File: src/rtl/scr1_pipe_mprf_wb_pkg.sv
// Shared architectural definitions for the multi-port register-file
// writeback path.
//   SCR1_XLEN         : integer register width
//   SCR1_MPRF_AWIDTH  : register address width
//   type_scr1_wb_entry_s : one queued writeback {addr, data}
package scr1_pipe_mprf_wb_pkg;

    localparam int unsigned SCR1_XLEN        = 32;
    localparam int unsigned SCR1_MPRF_AWIDTH = 5;

    typedef struct packed {
        logic [SCR1_MPRF_AWIDTH-1:0] addr;
        logic [SCR1_XLEN-1:0]        data;
    } type_scr1_wb_entry_s;

endpackage : scr1_pipe_mprf_wb_pkg

File: src/rtl/scr1_pipe_mprf_wb_chk.sv
// Protocol checker for the writeback block (simulation assertions only).
// Ports: observes the LSU/load-issue inputs plus the block's internal
// occupancy, push/pop decisions and load-pending bitmap.
module scr1_pipe_mprf_wb_chk
    import scr1_pipe_mprf_wb_pkg::*;
#(
    parameter int DEPTH = 4
) (
    input  logic                        clk,
    input  logic                        rst_n,
    input  logic                        i_lsu_req,
    input  logic [SCR1_MPRF_AWIDTH-1:0] i_lsu_addr,
    input  logic                        i_ld_issue,
    input  logic [SCR1_MPRF_AWIDTH-1:0] i_ld_addr,
    input  logic                        i_lsu_push,
    input  logic                        i_alu_push,
    input  logic                        i_pop,
    input  logic [$clog2(DEPTH+1)-1:0]  i_count,
    input  logic [SCR1_XLEN-1:0]        i_pend
);

    // An LSU return must always find room once the same-edge pop is counted.
    a_lsu_fits: assert property (@(posedge clk) disable iff (!rst_n)
        i_lsu_push |-> ((int'(i_count) - int'(i_pop) + 1 + int'(i_alu_push)) <= DEPTH));

    // Load data may only come back for a register with a load outstanding.
    a_lsu_pending: assert property (@(posedge clk) disable iff (!rst_n)
        (i_lsu_req && (i_lsu_addr != 5'd0)) |-> i_pend[i_lsu_addr]);

    // A second load to an outstanding register is illegal unless the first returns now.
    a_ld_double: assert property (@(posedge clk) disable iff (!rst_n)
        (i_ld_issue && (i_ld_addr != 5'd0) && !(i_lsu_req && (i_lsu_addr == i_ld_addr)))
            |-> !i_pend[i_ld_addr]);

endmodule : scr1_pipe_mprf_wb_chk

File: src/rtl/scr1_pipe_mprf_wb_fifo.sv
// In-order writeback queue with two push ports and one pop port.
// Push port 0 is always placed ahead of push port 1 when both fire.
// Ports:
//   clk, rst_n            : clock, asynchronous active-low reset
//   i_push0_vld/_entry    : first push (LSU side)
//   i_push1_vld/_entry    : second push (ALU side)
//   i_pop                 : remove head entry at this edge
//   i_lkp1/2_addr         : addresses looked up against valid entries
//   o_head                : head entry (meaningful when o_count != 0)
//   o_count               : registered occupancy
//   o_lkp1/2_hit          : some valid entry targets the lookup address
module scr1_pipe_mprf_wb_fifo
    import scr1_pipe_mprf_wb_pkg::*;
#(
    parameter int DEPTH = 4
) (
    input  logic                              clk,
    input  logic                              rst_n,
    input  logic                              i_push0_vld,
    input  type_scr1_wb_entry_s               i_push0_entry,
    input  logic                              i_push1_vld,
    input  type_scr1_wb_entry_s               i_push1_entry,
    input  logic                              i_pop,
    input  logic [SCR1_MPRF_AWIDTH-1:0]       i_lkp1_addr,
    input  logic [SCR1_MPRF_AWIDTH-1:0]       i_lkp2_addr,
    output type_scr1_wb_entry_s               o_head,
    output logic [$clog2(DEPTH+1)-1:0]        o_count,
    output logic                              o_lkp1_hit,
    output logic                              o_lkp2_hit
);

    localparam int PW = (DEPTH > 1) ? $clog2(DEPTH) : 1;
    localparam int CW = $clog2(DEPTH+1);

    type_scr1_wb_entry_s r_mem [DEPTH];
    logic [PW-1:0]       r_wptr;
    logic [PW-1:0]       r_rptr;
    logic [CW-1:0]       r_count;

    logic [PW-1:0]       w_wptr_p1;
    logic [PW-1:0]       w_wptr_p2;
    logic [PW-1:0]       w_wptr_nxt;
    logic [CW-1:0]       w_push_num;
    type_scr1_wb_entry_s w_first_entry;
    logic [DEPTH-1:0]    w_vld;

    // Pointer increment wrapping at DEPTH (DEPTH need not be a power of two).
    function automatic logic [PW-1:0] ptr_inc(input logic [PW-1:0] ptr);
        logic [PW-1:0] res;
        if (ptr == PW'(DEPTH-1)) begin
            res = {PW{1'b0}};
        end else begin
            res = ptr + PW'(1);
        end
        return res;
    endfunction

    // Slot selection: the lone push (or push 0 of a pair) lands at r_wptr.
    always_comb begin
        w_wptr_p1     = ptr_inc(r_wptr);
        w_wptr_p2     = ptr_inc(w_wptr_p1);
        w_push_num    = CW'(i_push0_vld) + CW'(i_push1_vld);
        w_first_entry = i_push0_vld ? i_push0_entry : i_push1_entry;
        case (w_push_num)
            CW'(0):  w_wptr_nxt = r_wptr;
            CW'(1):  w_wptr_nxt = w_wptr_p1;
            CW'(2):  w_wptr_nxt = w_wptr_p2;
            default: w_wptr_nxt = r_wptr;
        endcase
    end

    // Entry storage; deliberately not reset, occupancy alone qualifies it.
    always_ff @(posedge clk) begin
        if (i_push0_vld | i_push1_vld) begin
            r_mem[r_wptr] <= w_first_entry;
        end
        if (i_push0_vld & i_push1_vld) begin
            r_mem[w_wptr_p1] <= i_push1_entry;
        end
    end

    // Control state: pointers and occupancy. A same-edge pop frees its slot.
    always_ff @(posedge clk or negedge rst_n) begin
        if (!rst_n) begin
            r_wptr  <= {PW{1'b0}};
            r_rptr  <= {PW{1'b0}};
            r_count <= {CW{1'b0}};
        end else begin
            r_wptr  <= w_wptr_nxt;
            r_rptr  <= i_pop ? ptr_inc(r_rptr) : r_rptr;
            r_count <= r_count + w_push_num - CW'(i_pop);
        end
    end

    // Valid-entry map: slot i is live if its distance from the head is below the count.
    always_comb begin
        w_vld = {DEPTH{1'b0}};
        for (int i = 0; i < DEPTH; i++) begin
            w_vld[i] = (((i >= int'(r_rptr)) ? (i - int'(r_rptr))
                                             : (i + DEPTH - int'(r_rptr))) < int'(r_count));
        end
    end

    // Hazard lookup against every live entry.
    always_comb begin
        o_lkp1_hit = 1'b0;
        o_lkp2_hit = 1'b0;
        for (int i = 0; i < DEPTH; i++) begin
            o_lkp1_hit = o_lkp1_hit | (w_vld[i] & (r_mem[i].addr == i_lkp1_addr));
            o_lkp2_hit = o_lkp2_hit | (w_vld[i] & (r_mem[i].addr == i_lkp2_addr));
        end
    end

    assign o_head  = r_mem[r_rptr];
    assign o_count = r_count;

endmodule : scr1_pipe_mprf_wb_fifo

File: src/rtl/scr1_pipe_mprf_wb.sv
// Register-file writeback arbiter: queues ALU and LSU results in order,
// drains one entry per cycle into the register file and reports operand
// hazards for the instruction in decode.
// Ports:
//   clk, rst_n                      : clock, asynchronous active-low reset
//   alu_wb_req/addr/data_i, rdy_o   : ALU/CSR result, accepted when rdy_o high
//   lsu_wb_req/addr/data_i          : load data return, never stalled
//   ld_issue_i, ld_issue_addr_i     : load issued, reserves its destination
//   rs1/rs2_addr_i, rs1/rs2_hazard_o: decode operand hazard lookup
//   mprf_w_req_o, rd_addr/data_o    : register-file write port
module scr1_pipe_mprf_wb
    import scr1_pipe_mprf_wb_pkg::*;
#(
    parameter int WB_FIFO_DEPTH = 4
) (
    input  logic                        clk,
    input  logic                        rst_n,
    input  logic                        alu_wb_req_i,
    input  logic [SCR1_MPRF_AWIDTH-1:0] alu_wb_addr_i,
    input  logic [SCR1_XLEN-1:0]        alu_wb_data_i,
    output logic                        alu_wb_rdy_o,
    input  logic                        lsu_wb_req_i,
    input  logic [SCR1_MPRF_AWIDTH-1:0] lsu_wb_addr_i,
    input  logic [SCR1_XLEN-1:0]        lsu_wb_data_i,
    input  logic                        ld_issue_i,
    input  logic [SCR1_MPRF_AWIDTH-1:0] ld_issue_addr_i,
    input  logic [SCR1_MPRF_AWIDTH-1:0] rs1_addr_i,
    input  logic [SCR1_MPRF_AWIDTH-1:0] rs2_addr_i,
    output logic                        rs1_hazard_o,
    output logic                        rs2_hazard_o,
    output logic                        mprf_w_req_o,
    output logic [SCR1_MPRF_AWIDTH-1:0] mprf_rd_addr_o,
    output logic [SCR1_XLEN-1:0]        mprf_rd_data_o
);

    localparam int CW = $clog2(WB_FIFO_DEPTH+1);

    logic [SCR1_XLEN-1:0] r_ld_pend;

    logic                 w_alu_rdy;
    logic                 w_alu_push;
    logic                 w_lsu_push;
    logic                 w_pop;
    logic [CW-1:0]        w_count;
    type_scr1_wb_entry_s  w_head;
    type_scr1_wb_entry_s  w_alu_entry;
    type_scr1_wb_entry_s  w_lsu_entry;
    logic                 w_lkp1_hit;
    logic                 w_lkp2_hit;
    logic [SCR1_XLEN-1:0] w_pend_set;
    logic [SCR1_XLEN-1:0] w_pend_clr;
    logic [SCR1_XLEN-1:0] w_pend_nxt;

    // Admission and drain. ALU needs two free slots so a concurrent LSU return
    // always fits; writes to x0 are acknowledged but never queued.
    always_comb begin
        w_alu_rdy        = (w_count <= CW'(WB_FIFO_DEPTH-2));
        w_alu_push       = alu_wb_req_i & w_alu_rdy & (alu_wb_addr_i != 5'd0);
        w_lsu_push       = lsu_wb_req_i & (lsu_wb_addr_i != 5'd0);
        w_pop            = (w_count != {CW{1'b0}});
        w_alu_entry.addr = alu_wb_addr_i;
        w_alu_entry.data = alu_wb_data_i;
        w_lsu_entry.addr = lsu_wb_addr_i;
        w_lsu_entry.data = lsu_wb_data_i;
    end

    scr1_pipe_mprf_wb_fifo #(
        .DEPTH         (WB_FIFO_DEPTH)
    ) i_fifo (
        .clk           (clk),
        .rst_n         (rst_n),
        .i_push0_vld   (w_lsu_push),
        .i_push0_entry (w_lsu_entry),
        .i_push1_vld   (w_alu_push),
        .i_push1_entry (w_alu_entry),
        .i_pop         (w_pop),
        .i_lkp1_addr   (rs1_addr_i),
        .i_lkp2_addr   (rs2_addr_i),
        .o_head        (w_head),
        .o_count       (w_count),
        .o_lkp1_hit    (w_lkp1_hit),
        .o_lkp2_hit    (w_lkp2_hit)
    );

    // Load-pending bitmap update; a new issue overrides a same-edge return.
    always_comb begin
        w_pend_clr = lsu_wb_req_i ? (32'd1 << lsu_wb_addr_i) : 32'd0;
        w_pend_set = (ld_issue_i && (ld_issue_addr_i != 5'd0)) ? (32'd1 << ld_issue_addr_i) : 32'd0;
        w_pend_nxt = (r_ld_pend & ~w_pend_clr) | w_pend_set;
    end

    // Load-pending bitmap register.
    always_ff @(posedge clk or negedge rst_n) begin
        if (!rst_n) begin
            r_ld_pend <= 32'd0;
        end else begin
            r_ld_pend <= w_pend_nxt;
        end
    end

    // Outputs derive only from registered state (plus the decode addresses for
    // hazards); address/data are forced to zero while the queue is empty so the
    // unreset storage never shows through.
    always_comb begin
        alu_wb_rdy_o   = w_alu_rdy;
        mprf_w_req_o   = w_pop;
        mprf_rd_addr_o = w_pop ? w_head.addr : 5'd0;
        mprf_rd_data_o = w_pop ? w_head.data : 32'd0;
        rs1_hazard_o   = (rs1_addr_i != 5'd0) & (r_ld_pend[rs1_addr_i] | w_lkp1_hit);
        rs2_hazard_o   = (rs2_addr_i != 5'd0) & (r_ld_pend[rs2_addr_i] | w_lkp2_hit);
    end

    scr1_pipe_mprf_wb_chk #(
        .DEPTH      (WB_FIFO_DEPTH)
    ) i_chk (
        .clk        (clk),
        .rst_n      (rst_n),
        .i_lsu_req  (lsu_wb_req_i),
        .i_lsu_addr (lsu_wb_addr_i),
        .i_ld_issue (ld_issue_i),
        .i_ld_addr  (ld_issue_addr_i),
        .i_lsu_push (w_lsu_push),
        .i_alu_push (w_alu_push),
        .i_pop      (w_pop),
        .i_count    (w_count),
        .i_pend     (r_ld_pend)
    );

endmodule : scr1_pipe_mprf_wb

File: config.mk
export PLATFORM = sky130hd
export DESIGN_NAME = scr1_pipe_mprf_wb
export DESIGN_NICKNAME = d
export VERILOG_FILES = /design/src/rtl/scr1_pipe_mprf_wb_pkg.sv /design/src/rtl/scr1_pipe_mprf_wb_chk.sv /design/src/rtl/scr1_pipe_mprf_wb_fifo.sv /design/src/rtl/scr1_pipe_mprf_wb.sv
export SDC_FILE = /design/constraint.sdc
export NUM_CORES = 1
export LEC_CHECK = 0
export ABC_AREA = 1
export BUFFER_PORTS_ARGS = -buffer_cell sky130_fd_sc_hd__buf_2
export CAP_MARGIN = 20
export CORE_ASPECT_RATIO = 1.25
export CORE_MARGIN = 2
export CORE_UTILIZATION = 59
export DETAILED_ROUTE_END_ITERATION = 12
export PLACE_DENSITY_LB_ADDON = 0.2
export SYNTH_ARGS = -nofsm -noshare
export SYNTH_HDL_FRONTEND = slang
export SYNTH_HIERARCHICAL = 1
export SYNTH_SLANG_ARGS = --single-unit
File: constraint.sdc
create_clock -name clk -period 9.79 [get_ports clk]
set_clock_uncertainty 0.1 [all_clocks]
set_input_delay 1.4685 -clock clk [delete_from_list [all_inputs] [get_ports clk]]
set_output_delay 1.4685 -clock clk [all_outputs]
set_load 0.05 [all_outputs]
* Word level (Yosys, flattened, before mapping)
Memories as Yosys holds them, arrays and structs flattened.
Index checks and enable logic that the tools add are counted.
W data, S select, Z words.
** Operators by class
- Add/subtract/negate cells :: 13
- Order comparisons :: 10
- Equality and inequality tests :: 13
- Shift-type cells :: 2
- Multiplexer cells :: 20
- Bitwise logic cells :: 26
- Reductions and logical operators :: 8
** Operators by type and width (number)
- $mux W32 :: 6
- $lt A32 B4 Y1 :: 4
- $shl A1 B5 Y32 const A :: 2
- $eq A5 B5 Y1 :: 8
- $mux W37 :: 1
- $and A32 B32 Y32 :: 1
- $not A32 Y32 :: 1
- $or A32 B32 Y32 :: 1
- $reduce_bool A5 Y1 :: 5
- $and A1 B1 Y1 :: 14
- $lt A5 B6 Y1 const B :: 2
- $sub A3 B2 Y4 const A :: 3
- $bmux W1 S5 :: 2
- $or A1 B1 Y1 :: 9
- $add A2 B1 Y2 const B :: 3
- $eq A2 B2 Y1 const B :: 3
- $mux W1 :: 6
- $mux W2 :: 3
- $sub A1 B2 Y3 const A :: 2
- $sub A2 B2 Y3 const A :: 2
- $mux W5 :: 1
- $ge A1 B2 Y1 const A :: 2
- $pmux W2 S2 :: 1
- $add A3 B3 Y3 :: 1
- 9 further kinds :: 9
** Word-level totals
- Bits in registers :: 39
- RAM bits :: 148
- Output and inout bits :: 41
- Word-level logic and storage cells :: 97
- Memories :: 1
** Memories
- i_fifo.r_mem :: depth 4, width 37, read ports 5, clocked after memory_dff 0, write ports 2, RTL line scr1_pipe_mprf_wb_fifo.sv:35 : type_scr1_wb_entry_s r_mem [DEPTH];

* Logic depth before layout (Yosys ltp)
Gate-level depths: netlist of the first run.
- Word-level depth :: 9
- Depth in mapped cells :: 17
- Mapped depth without buffers :: 14

* Hierarchy
The synthesis of the first run kept the hierarchy.
** By module, submodules not included
- scr1_pipe_mprf_wb_fifo :: instances 1, cells each 946, area each 8710.9 um^2, seq. area each 4619.4 um^2
- scr1_pipe_mprf_wb :: instances 1, cells each 439, area each 2578.7 um^2, seq. area each 800.8 um^2

* Worst setup path before layout of the first run
OpenSTA, ideal clock, no wires.
- Path kind :: input to register
- Start :: input lsu_wb_addr_i[3]
- End :: memory i_fifo/r_mem[0][0] (netlist name) (enable)
- Library setup time :: 0.483 ns
- Arrival time :: 5.252 ns
- Required time :: 9.207 ns
- Slack :: 3.955 ns
- Cell stages on the path :: 10
- Buffers on the path :: 3
- Path through :: buf_2 inv_2 nand3_1 o21ai_1 inv_1 buf_6 buf_6 inv_1 ha_1 o21ai_0
** RTL lines
- from (decl) :: RTL line scr1_pipe_mprf_wb.sv:23 : input logic [SCR1_MPRF_AWIDTH-1:0] lsu_wb_addr_i,
- to (decl) :: RTL line scr1_pipe_mprf_wb_fifo.sv:35

* Worst setup path in the final report of the first run
- Start :: register i_fifo.r_rptr[1]
- End :: output rs2_hazard_o
** On the way
- Cells in the longest elaborated chain, start to end :: 9
- Elaborated cells between the ends (all ways) :: 26
- Classes of those cells :: add/sub (7); order compare (7); mux (3); bitwise (9)
** Ends and longest elaborated chain
- from (decl) :: RTL line scr1_pipe_mprf_wb_fifo.sv:37 : logic [PW-1:0] r_rptr;
- from (signal assigned) :: RTL line scr1_pipe_mprf_wb_fifo.sv:86 : r_rptr <= {PW{1'b0}};
- from (signal assigned) :: RTL line scr1_pipe_mprf_wb_fifo.sv:90 : r_rptr <= i_pop ? ptr_inc(r_rptr) : r_rptr;
- $sub A3 B2 Y4, or another cell as far along :: RTL line scr1_pipe_mprf_wb_fifo.sv:100 : : (i + DEPTH - int'(r_rptr))) < int'(r_count));
- $mux W32 :: RTL line scr1_pipe_mprf_wb_fifo.sv:99 : w_vld[i] = (((i >= int'(r_rptr)) ? (i - int'(r_rptr))
- $lt A32 B4 Y1 :: RTL line scr1_pipe_mprf_wb_fifo.sv:100
- $and A1 B1 Y1 :: RTL line scr1_pipe_mprf_wb_fifo.sv:110 : o_lkp2_hit = o_lkp2_hit | (w_vld[i] & (r_mem[i].addr == i_lkp2_addr));
- $or A1 B1 Y1 (2 in series) :: RTL line scr1_pipe_mprf_wb_fifo.sv:110
- $or A1 B1 Y1 (*) :: RTL line scr1_pipe_mprf_wb_fifo.sv:110
- via w_lkp2_hit :: RTL line scr1_pipe_mprf_wb.sv:49 : logic w_lkp2_hit;
- $or A1 B1 Y1 (*) :: RTL line scr1_pipe_mprf_wb.sv:110 : rs2_hazard_o = (rs2_addr_i != 5'd0) & (r_ld_pend[rs2_addr_i] | w_lkp2_hit);
- $and A1 B1 Y1 (*) :: RTL line scr1_pipe_mprf_wb.sv:110
- to (decl) :: RTL line scr1_pipe_mprf_wb.sv:30 : output logic rs2_hazard_o,
The timed path passes the listed nets; every way through them passes the cells marked *.

==> reports/qor.csv, run 1 <==
metric,value,unit
outcome,"complete, no violations",
Initial Util,60.1,%
Critical R2R Launch,i_fifo/o_count[0],
setup_tns,0,ns
post-synthesis simple-gate area fraction,18.8,%
Yosys top cell area share,39.4,%
final WL,28900,um
Synth-to-Final Area Change,11.1,%
Cell variety after synth,27,
dpl hpwl,18900,um
full die area,0.0203,sq mm
GRT Util Overall,28.7,%
Root Buffer,clkbuf_16,
Vert. Die Dim,159,um
DR WL/cell,16.9,um
largest family of logic cells by synthesized area,simple AND/OR/NAND/NOR gates,
H-tree levels,4,
initial antenna violation count,1,
Tcrit/Tclk final,50.6,%
Required @ worst endpoint,8.22,ns
Hold WC Path Type,register to register,
synth top area cells,"edfxtp_1, nand2_1, dfrtp_1, o21ai_0, o21ai_1",
Mapped Nets,1506,
clock insertion delay at the later pin of the skew report,0.43,ns
post-cts resize count,0,
Placer Congestion,0.927,
compound-gate portion of the synthesized area,15.5,%
cell count after synthesis,1385,
Slew @ Worst Pin,1.04,ns
Top Usage Layer GRT,met2,
CTS buffer count,17,
Syn. warnings,6,
total of max-cap violations,0,
hold_buf cts,0,
Worst IR Drop VDD,0.264,mV
critical path class,register to output pin,
CTS tree,done,
Startpoint Class,register,
FMAX,202,MHz
I/O pins,135,
largest net degree at the start of global routing,83,
sequential fraction of the synthesis area,48.0,%
origin of the worst min-delay path,r_ld_pend[16],
endpoints failing setup,0,
Power Density,299,mW/mm^2
multiplexer share of the synthesized area,3.28,%
Worst Hold Endpoint,r_ld_pend[16],
met2 Use GR,51.5,%
die width,128,um
Via density,5.78,
clk buf depth,2,
total power,0.00375,W
antenna-violating nets left,0,
layout cells sized above 1,13.5,%
number of global-route vias before repair,9265,
area share of fa/ha/maj cells after synthesis,3.06,%
RSZ-0062 raised after global routing,no,
Final Non-Filler Cells,1713,
CP endpoint kind,output pin,
fin crit period,4.95,ns
Sink Count,187,
#FFs+latches synth,187,
via count,9907,
dpl cells,1677,
Residual DRC,0,
Worst-path clk slew,0.06,ns
worst r2r path cells,10,
leakage,5.19,nW
Worst slew margin,30.1,%
post-CTS setup repair buffer count,0,
Final #Nets,1587,
Rows,56,
global-route wire length before repair,45000,um
reg2reg setup slack,6.41,ns
Hold Path Cell Cnt,2,
GR Overflow Total,0,
number of DRC markers in iteration 0,790,
post-route design area,0.0125,sq mm
M1 GR Usage,34.3,%
core footprint,0.0188,sq mm
RR Endpoint,i_fifo/o_count[2],
Detailed Routing Iterations Pass 1,7,
"area leader, netlist",edfxtp_1,
I/O Buffers,134,
Synth Area in XOR/XNOR,2.64,%
Crit path arrival time,3.38,ns
met3 global-route usage,3.73,%
Slew Limit Fails,0,
"Hold Vio Cnt, Final",0,
Synth Cell Area,0.0113,sq mm
largest driver fanout on the critical path,37,
DP Area,0.0119,sq mm
Syn Area/Cell,8.15,sq um
[per-stage QoR]
| step | hold WS [ns] | setup WS (ns) | util, % |
|---|---|---|---|
| 2_1_floorplan | 0.358 | 3.96 | - |
| 3_3_place_gp | 0.379 | 5.32 | 63.6 |
| 3_5_place_dp | 0.385 | 5.28 | 63.6 |
| 4_1_cts | 0.400 | 4.86 | 66.5 |
| 5_1_grt | 0.411 | 4.64 | 66.8 |
| 6_report | 0.405 | 4.84 | 66.8 |
[how the worst max path moves through the flow]
stage / startpoint / endpoint / slack, ns / depth (start not counted)
after detailed placement: lsu_wb_addr_i[3] / i_fifo/r_mem[2][23] / 5.28 / 9
after global placement: rs1_addr_i[0] / rs1_hazard_o / 5.32 / 12
after CTS: i_fifo/r_rptr[1] / rs2_hazard_o / 4.86 / 17
after floorplan: lsu_wb_addr_i[3] / i_fifo/r_mem[0][0] / 3.96 / 10
after global routing: i_fifo/r_rptr[1] / rs2_hazard_o / 4.64 / 17
final: i_fifo/r_rptr[1] / rs2_hazard_o / 4.84 / 17
[report_power, final]
group	internal, W	switching (W)	leakage, nW
Sequential	0.00114	0.0000892	1.84
Clock	0.000357	0.000287	0.277
Combinational	0.000474	0.00140	3.07
[per-layer routing]
metal | wire length [um] | vias to the layer above
li1 | - | 4801
met1 | 11600 | 4588
met4 | 774 | 0
met5 | 0 | -
met2 | 14500 | 453
met3 | 1970 | 65
[synthesized netlist by cell type]
cell type,count
a31oi_1,1
edfxtp_1,148
o22ai_1,32
clkbuf_1,30
inv_4,3
mux2i_1,37
fa_1,1
clkbuf_2,8
nor2_1,123
xnor2_1,19
o21ai_1,103
o31ai_1,1
inv_2,11
o211ai_1,2
inv_1,127
nor3_1,14
nand2_1,318
buf_2,37
buf_4,3
o21ai_0,184
dfrtp_1,39
a21oi_1,18
ha_1,26
buf_6,7
nand3_1,71
xor2_1,15
nand4_1,7
[critical path, cell delays in order, from the launching register on]
cell	delay (ns)
dfrtp_1	0.32
buf_4	0.37
clkinv_1	0.44
buf_4	0.39
ha_1	0.23
nand2_1	0.10
inv_1	0.05
ha_1	0.17
inv_1	0.05
nand2_1	0.04
nand2_1	0.08
nand2_1	0.06
nand4_1	0.13
inv_1	0.06
nand3_1	0.07
nand2_1	0.05
inv_1	0.04
buf_2	0.25
[registers in the layout (all words and copies together) (netlist names)]
register and cells:
i_fifo/r_wptr 2, r_ld_pend 32, i_fifo/o_count 3, i_fifo/r_rptr 2, i_fifo/r_mem 148
[layout by cell type (no fill, tap or decap), types with 18 or more instances in the layout]
cell type    n
mux2i_1     37
a21oi_1     18
edfxtp_1   148
clkbuf_16   18
xnor2_1     19
o21ai_1    103
dfrtp_1     38
nand3_1     71
nor2_1     123
o21ai_0    180
buf_2      134
ha_1        26
nand2_1    318
o22ai_1     32
inv_1      123
[layout make-up]
cell class | count | area [sq um]
fill | 1534 | 6240
tap | 232 | 290
clock buffer | 24 | 495
antenna | 2 | 5.00
timing repair buffer | 147 | 793
inverter | 141 | 537
sequential | 187 | 5420
multi-input combinational | 972 | 4940
clock inverter | 8 | 55.1
[cell families (layout without fill, tap and decap cells)]
group,Yosys count,count (layout)
AOI/OAI and AO/OA,341,341
xor gates and xnor gates,34,34
adders and majority gates,27,27
buffers and inverters,226,320
DFF,187,187
muxes,37,37
other,0,2
and+or+nand+nor,533,533
(Power assumes the default switching activity.)
==> run 2: changes to the inputs <==
==> constraint.sdc (replaced) <==
create_clock -name clk -period 4.72 [get_ports clk]
set_clock_uncertainty 0.1 [all_clocks]
set_input_delay 0.708 -clock clk [delete_from_list [all_inputs] [get_ports clk]]
set_output_delay 0.708 -clock clk [all_outputs]
set_load 0.05 [all_outputs]
==> run 2 against run 1 <==
Net effect: cell count grew 0.23%; worst hold slack worse by 0.10 ns; register-to-register slack worse by 4.9 ns; clock-buffer cell count shrank 7; critical path depth fell by 5; total power rose by 110%; via count hardly changed; die area stayed put; largest cell class unchanged.
==> reports/qor.csv, run 2 (same netlist as run 1, synthesis figures left out) <==
metric,value,unit,change
Tcrit/Tclk final,77.1,%,
Residual DRC,0,,unchanged
die width,128,um,unchanged
Worst slew margin,39.0,%,was 30.1%
post-CTS setup repair buffer count,0,,unchanged
met3 global-route usage,3.33,%,was 3.73%
Via density,5.77,,was 5.78
setup_tns,0,ns,unchanged
Worst-path clk slew,0.08,ns,was 0.06 ns
largest net degree at the start of global routing,82,,was 83
GRT Util Overall,28.8,%,was 28.7%
Worst Setup SP,i_fifo/r_rptr[1],,unchanged
CP endpoint kind,output pin,,unchanged
I/O pins,135,,unchanged
antenna-violating nets left,0,,unchanged
core footprint,0.0188,sq mm,unchanged
number of global-route vias before repair,9052,,was 9265
FMAX,275,MHz,
family with the most delay on the worst path,buffers and inverters,,unchanged
"commonest non-fill, non-tap cell in the layout",nand2_1,,unchanged
Top Usage Layer GRT,met2,,unchanged
full die area,0.0203,sq mm,unchanged
Root Buffer,clkbuf_16,,unchanged
number of flip-flops in the largest register,148,,unchanged
H-tree levels,4,,unchanged
Final #Nets,1593,,was 1587
GR Overflow Total,0,,unchanged
CTS buffer count,17,,unchanged
clock insertion delay at the later pin of the skew report,0.42,ns,was 0.43 ns
Worst IR Drop VDD,0.465,mV,was 0.264 mV
Startpoint Class,register,,unchanged
leakage,5.23,nW,was 5.19 nW
Power Density,628,mW/mm^2,was 299 mW/mm^2
"Hold Vio Cnt, Final",0,,unchanged
n_diodes,0,,was 2
Placer Congestion,0.916,,was 0.927
Sink Count,187,,unchanged
Initial Util,60.1,%,unchanged
met2 Use GR,49.8,%,was 51.5%
Vert. Die Dim,159,um,unchanged
Slew @ Worst Pin,0.914,ns,was 1.04 ns
fin crit period,3.64,ns,
Critical R2R Launch,i_fifo/o_count[0],,unchanged
total power,0.00792,W,was 0.00375 W
outcome,"complete, no violations",,unchanged
post-route design area,0.0126,sq mm,was 0.0125 sq mm
Biggest register,i_fifo/r_mem,,unchanged
Detailed Routing Iterations Pass 1,6,,was 7
worst-path cell chain,buf_4 > ha_1 > inv_1 > ha_1 > a31oi_1 > nand3_1 > nand4_1 > inv_1 > nand3_1 > nand2_1 > inv_1 > buf_2,,was buf_4 > clkinv_1 > buf_4 > ha_1 > nand2_1 > inv_1 > ha_1 > inv_1 > nand2_1 > nand2_1 > nand2_1 > nand4_1 > inv_1 > nand3_1 > nand2_1 > inv_1 > buf_2
CTS tree,done,,unchanged
Slew Limit Fails,0,,unchanged
layout cells sized above 1,14.0,%,was 13.5%
Crit path arrival time,2.83,ns,was 3.38 ns
hold_buf cts,0,,unchanged
total of max-cap violations,0,,unchanged
number of DRC markers in iteration 0,846,,was 790
global-route wire length before repair,45300,um,was 45000 um
Buf/Inv on CP,5,,was 8
critical path class,register to output pin,,unchanged
endpoints failing setup,0,,unchanged
Synth-to-Final Area Change,11.7,%,was 11.1%
final WL,29200,um,was 28900 um
Hold WC Path Type,primary input to async pin,,was register to register
most frequent cells in the layout,"nand2_1, o21ai_0, edfxtp_1",,unchanged
slowest CP cell,dfrtp_1,,was clkinv_1
final design utilization,67.2,%,was 66.8%
"slowest stage delay, CP",0.38,ns,was 0.44 ns
Required @ worst endpoint,3.91,ns,was 8.22 ns
DR WL/cell,17.0,um,was 16.9 um
M1 GR Usage,36.9,%,was 34.3%
largest driver fanout on the critical path,34,,was 37
post-cts resize count,0,,unchanged
Rows,56,,unchanged
RSZ-0062 raised after global routing,no,,unchanged
initial antenna violation count,0,,was 1
via count,9910,,was 9907
DP Area,0.0120,sq mm,was 0.0119 sq mm
dpl hpwl,19200,um,was 18900 um
I/O Buffers,134,,unchanged
clk buf depth,2,,unchanged
most numerous cell on the critical path,inv_1,,was nand2_1
-- run 2: cell count changes in the layout (fill, tap and decap cells not counted), sizes merged --
| cell | delta |
|---|---|
| diode | -2 |
| clkinv | +1 |
| clkinvlp | +2 |
| clkbuf | -7 |
| buf | +6 |
| bufinv | +1 |
| inv | +3 |
-- run 2: area by class of cell --
class | count | area, sq um
Tap cell | 232 | 290
Timing Repair Buffer | 153 | 813
Inverter | 141 | 537
Fill cell | 1559 | 6170
Clock buffer | 17 | 425
Multi-Input combinational cell | 972 | 4940
Clock inverter | 15 | 179
Sequential cell | 187 | 5420
-- run 2: metal layers --
| layer | vias up | routed length, um | part of all wire (%) |
|---|---|---|---|
| met5 | - | 0 | 0 |
| met4 | 0 | 727 | 2.5 |
| met2 | 464 | 14600 | 50 |
| met3 | 63 | 2110 | 7.2 |
| met1 | 4557 | 11800 | 40 |
| li1 | 4826 | - | - |
-- run 2: metrics by stage --
stage | hold slack, ns | cells | setup slack, ns
4_1_cts | 0.326 | 1717 | 1.04
5_1_grt | 0.376 | 1717 | 0.893
3_3_place_gp | 0.379 | 1685 | 1.56
3_5_place_dp | 0.386 | 1685 | 1.45
2_1_floorplan | 0.312 | 1385 | -0.354
6_report | 0.304 | 1717 | 1.08
-- run 2: final timing paths --
| kind | slack, ns | cells after the start | endpoint |
|---|---|---|---|
| max | 1.08 | 12 | rs2_hazard_o |
| min | 0.30 | 1 | r_ld_pend[10] |
| max reg2reg | 1.48 | 8 | i_fifo/r_mem[2][11] |
| min reg2reg | 0.40 | 2 | r_ld_pend[26] |
| max in group asynchronous | 3.57 | 1 | i_fifo/r_rptr[0] |
| min in group clk | 0.40 | 2 | r_ld_pend[26] |
-- run 2: report_power, final --
group	internal, W	total (W)	switching, W
combinational	0.00101	0.00391	0.00291
clock	0.000761	0.00144	0.000682
sequential	0.00236	0.00256	0.000202
total	0.00413	0.00792	0.00379
==> run 3: changes to the inputs <==
--- a/config.mk
+++ b/config.mk
@@ -5,7 +5,7 @@
 export SDC_FILE = /design/constraint.sdc
 export NUM_CORES = 1
 export LEC_CHECK = 0
-export ABC_AREA = 1
+export ABC_AREA = 0
 export BUFFER_PORTS_ARGS = -buffer_cell sky130_fd_sc_hd__buf_2
 export CAP_MARGIN = 20
 export CORE_ASPECT_RATIO = 1.25
==> constraint.sdc (replaced) <==
create_clock -name clk -period 3.6 [get_ports clk]
set_clock_uncertainty 0.1 [all_clocks]
set_input_delay 0.54 -clock clk [delete_from_list [all_inputs] [get_ports clk]]
set_output_delay 0.54 -clock clk [all_outputs]
set_load 0.05 [all_outputs]
==> run 3 against run 2 <==
Net effect: area after synthesis down 3.5%; sequential share of layout area up 0.45 points; cell count decreased by 34%; die area decreased by 3.4%; register-to-register slack worse by 1.1 ns; final area down 1.0%; clock power is 37% higher; critical endpoint unchanged; largest power group unchanged; highest routed layer is now met5.
==> reports/qor.csv, run 3 <==
metric,value,unit,change
hold_buf cts,0,,unchanged
synth top area cells,"edfxtp_1, mux2_2, dfrtp_1, mux4_2, mux2_4",,"was edfxtp_1, nand2_1, dfrtp_1, o21ai_0, o21ai_1"
number of global-route vias before repair,7621,,was 9052
via count,7139,,was 9910
slowest CP cell,dfrtp_2,,was dfrtp_1
I/O Buffers,134,,unchanged
cell count after synthesis,759,,was 1385
#FFs+latches synth,187,,unchanged
Slew @ Worst Pin,0.945,ns,was 0.914 ns
met3 WL post-DR,1450,um,was 2110 um
Yosys top cell area share,40.8,%,was 39.4%
Residual DRC,0,,unchanged
Rows,55,,was 56
Placer Congestion,0.896,,was 0.916
Synth-to-Final Area Change,14.5,%,was 11.7%
Initial Util,60.2,%,was 60.1%
GR Overflow Total,0,,unchanged
DRT met1 WL,10400,um,was 11800 um
Worst slew margin,37.0,%,was 39.0%
Root Buffer,clkbuf_16,,unchanged
layout cells sized above 1,41.3,%,was 14.0%
Vert. Die Dim,156,um,was 159 um
Worst-path clk slew,0.07,ns,was 0.08 ns
setup_tns,0,ns,unchanged
DP Area,0.0118,sq mm,was 0.0120 sq mm
final WL,26600,um,was 29200 um
Hold WC Path Type,primary input to async pin,,unchanged
"slowest stage delay, CP",0.41,ns,was 0.38 ns
Required @ worst endpoint,2.96,ns,was 3.91 ns
Mapped Nets,880,,was 1506
total of max-cap violations,0,,unchanged
Tcrit/Tclk final,96.0,%,
CTS buffer count,17,,unchanged
"Hold Vio Cnt, Final",0,,unchanged
die width,126,um,was 128 um
Via density,6.30,,was 5.77
Cell variety after synth,49,,was 27
RSZ-0062 raised after global routing,no,,unchanged
sequential fraction of the synthesis area,49.7,%,was 48.0%
Detailed Routing Iterations Pass 1,5,,was 6
Synth Cell Area,0.0109,sq mm,was 0.0113 sq mm
final-layout fill cell count,1273,,was 1559
"area leader, netlist",edfxtp_1,,unchanged
leakage,4.80,nW,was 5.23 nW
H-tree levels,4,,unchanged
register area,0.00542,sq mm,about the same
global-route wire length before repair,41400,um,was 45300 um
core footprint,0.0181,sq mm,was 0.0188 sq mm
dpl hpwl,17700,um,was 19200 um
Syn Area/Cell,14.4,sq um,was 8.15 sq um
GRT Util Overall,27.7,%,was 28.8%
antenna-violating nets left,0,,unchanged
I/O pins,135,,unchanged
top sig layer,met5,,was met4
top_reg_cell synth,edfxtp_1,,unchanged
full die area,0.0196,sq mm,was 0.0203 sq mm
FMAX,289,MHz,
number of flip-flops in the largest register,148,,unchanged
synth cell count leaders,"edfxtp_1, mux2_2, o21ai_0",,"was nand2_1, o21ai_0, edfxtp_1"
post-route design area,0.0125,sq mm,was 0.0126 sq mm
largest net degree at the start of global routing,40,,was 82
Worst IR Drop VDD,0.530,mV,was 0.465 mV
"commonest non-fill, non-tap cell in the layout",edfxtp_1,,was nand2_1
Syn. warnings,6,,unchanged
worst-path cell chain,inv_1 > ha_1 > inv_1 > ha_1 > a21oi_1 > nor2_2 > a2bb2oi_2 > nand3_2 > nor3b_1 > nor3_1 > a211o_1 > buf_2,,was buf_4 > ha_1 > inv_1 > ha_1 > a31oi_1 > nand3_1 > nand4_1 > inv_1 > nand3_1 > nand2_1 > inv_1 > buf_2
CTS tree,done,,unchanged
number of DRC markers in iteration 0,434,,was 846
fin crit period,3.46,ns,
Power Density,804,mW/mm^2,was 628 mW/mm^2
Sink Count,187,,unchanged
CP endpoint kind,output pin,,unchanged
initial antenna violation count,3,,was 0
clk buf depth,2,,unchanged
most frequent cell after synthesis,edfxtp_1,,was nand2_1
Post-synth ARST share,20.9,%,unchanged
Final #Nets,1011,,was 1593
outcome,"complete, no violations",,unchanged
Slew Limit Fails,0,,unchanged
clock insertion delay at the later pin of the skew report,0.42,ns,about the same
"EDFF count, synth",148,,unchanged
critical path class,register to output pin,,unchanged
DR WL/cell,23.5,um,was 17.0 um
endpoints failing setup,0,,unchanged
most frequent cells in the layout,"edfxtp_1, buf_2, mux2_2",,"was nand2_1, o21ai_0, edfxtp_1"
largest driver fanout on the critical path,6,,was 34
Crit path arrival time,2.82,ns,was 2.83 ns
routed wl met2,14000,um,was 14600 um
Biggest register,i_fifo/r_mem,,unchanged
Startpoint Class,register,,unchanged
Multi-input gate area,0.00518,sq mm,was 0.00494 sq mm
[run 3: cell types whose count changed in the layout (fill, tap and decap cells not counted), sizes merged, moves of 28 or more]
cell / previous run / this run
inv: 148 / 28
mux2: 0 / 148
mux2i: 37 / 8
nand3: 71 / 14
nand2: 318 / 22
o22ai: 32 / 4
nor2b: 0 / 44
o21ai: 287 / 62
nor2: 123 / 9
mux4: 0 / 49
[run 3: what timing repair did]
| item | in CTS | in global routing |
|---|---|---|
| gates resized for setup | 0 | 8 |
| buffers inserted | 0 | 2 |
| setup endpoints to repair | 0 | 2 |
[run 3: metal layers]
layer  GRT usage [%]  vias to the layer above
met5               0                        -
met4            10.4                        2
met3            5.59                       52
met2            49.9                      279
met1            32.7                     3612
li1                -                     3194
[run 3: area by class of cell]
type	count	area share, %
inverter	26	0.782
sequential	187	43.4
clock buffer	21	3.61
timing repair buffer	151	7.00
antenna	2	0.0401
tap	228	2.29
multi-input combinational	507	41.5
clock inverter	11	1.34
[run 3: logic make-up (layout without fill, tap and decap cells)]
logic type	count (synthesis)	after routing	share of synthesized area [%]
AND/OR/NAND/NOR	129	129	6.47
AO/OA/AOI/OAI	103	103	5.99
adder cells (fa/ha/maj)	27	27	3.17
buffers and inverters	65	209	3.58
other	0	2	0
XOR/XNOR	43	43	3.46
flip-flops	187	187	49.7
multiplexers	205	205	27.6
[run 3: final timing paths]
check                      depth (start not counted)               start                end  slack [ns]
min in group clk                                   2  ld_issue_addr_i[3]       r_ld_pend[4]        0.29
min                                                1               rst_n       r_ld_pend[4]        0.16
max in group asynchronous                          1               rst_n   i_fifo/r_rptr[1]        2.58
max reg2reg                                        9   i_fifo/o_count[0]  i_fifo/o_count[2]        0.38
max                                               12    i_fifo/r_rptr[0]       rs2_hazard_o        0.14
min reg2reg                                        1        r_ld_pend[0]       r_ld_pend[0]        0.42
[run 3: critical path, delay by kind of cell (launching register included)]
family | cells | cell delay, ns
compound gates | 3 | 0.47
flops | 1 | 0.41
fa+ha+maj | 2 | 0.60
simple gates | 4 | 0.58
buf+inv | 3 | 0.33
[run 3: stage by stage]
stage               utilization [%]  setup slack [ns]  cells  total power (W)  hold slack (ns)
floorplan                         -            -0.487    759          0.00684            0.144
global route                   69.0           0.00678   1133           0.0105            0.227
global placement               65.2             0.348   1097          0.00791            0.384
detailed placement             65.2             0.302   1097          0.00806            0.406
finish                         69.0             0.144   1133           0.0100            0.165
CTS                            68.6           0.00112   1129           0.0100            0.188
[run 3: power breakdown]
group / internal (W) / switching (W)
Sequential: 0.00306 / 0.000278
Combinational: 0.00165 / 0.00307
Clock: 0.00118 / 0.000789
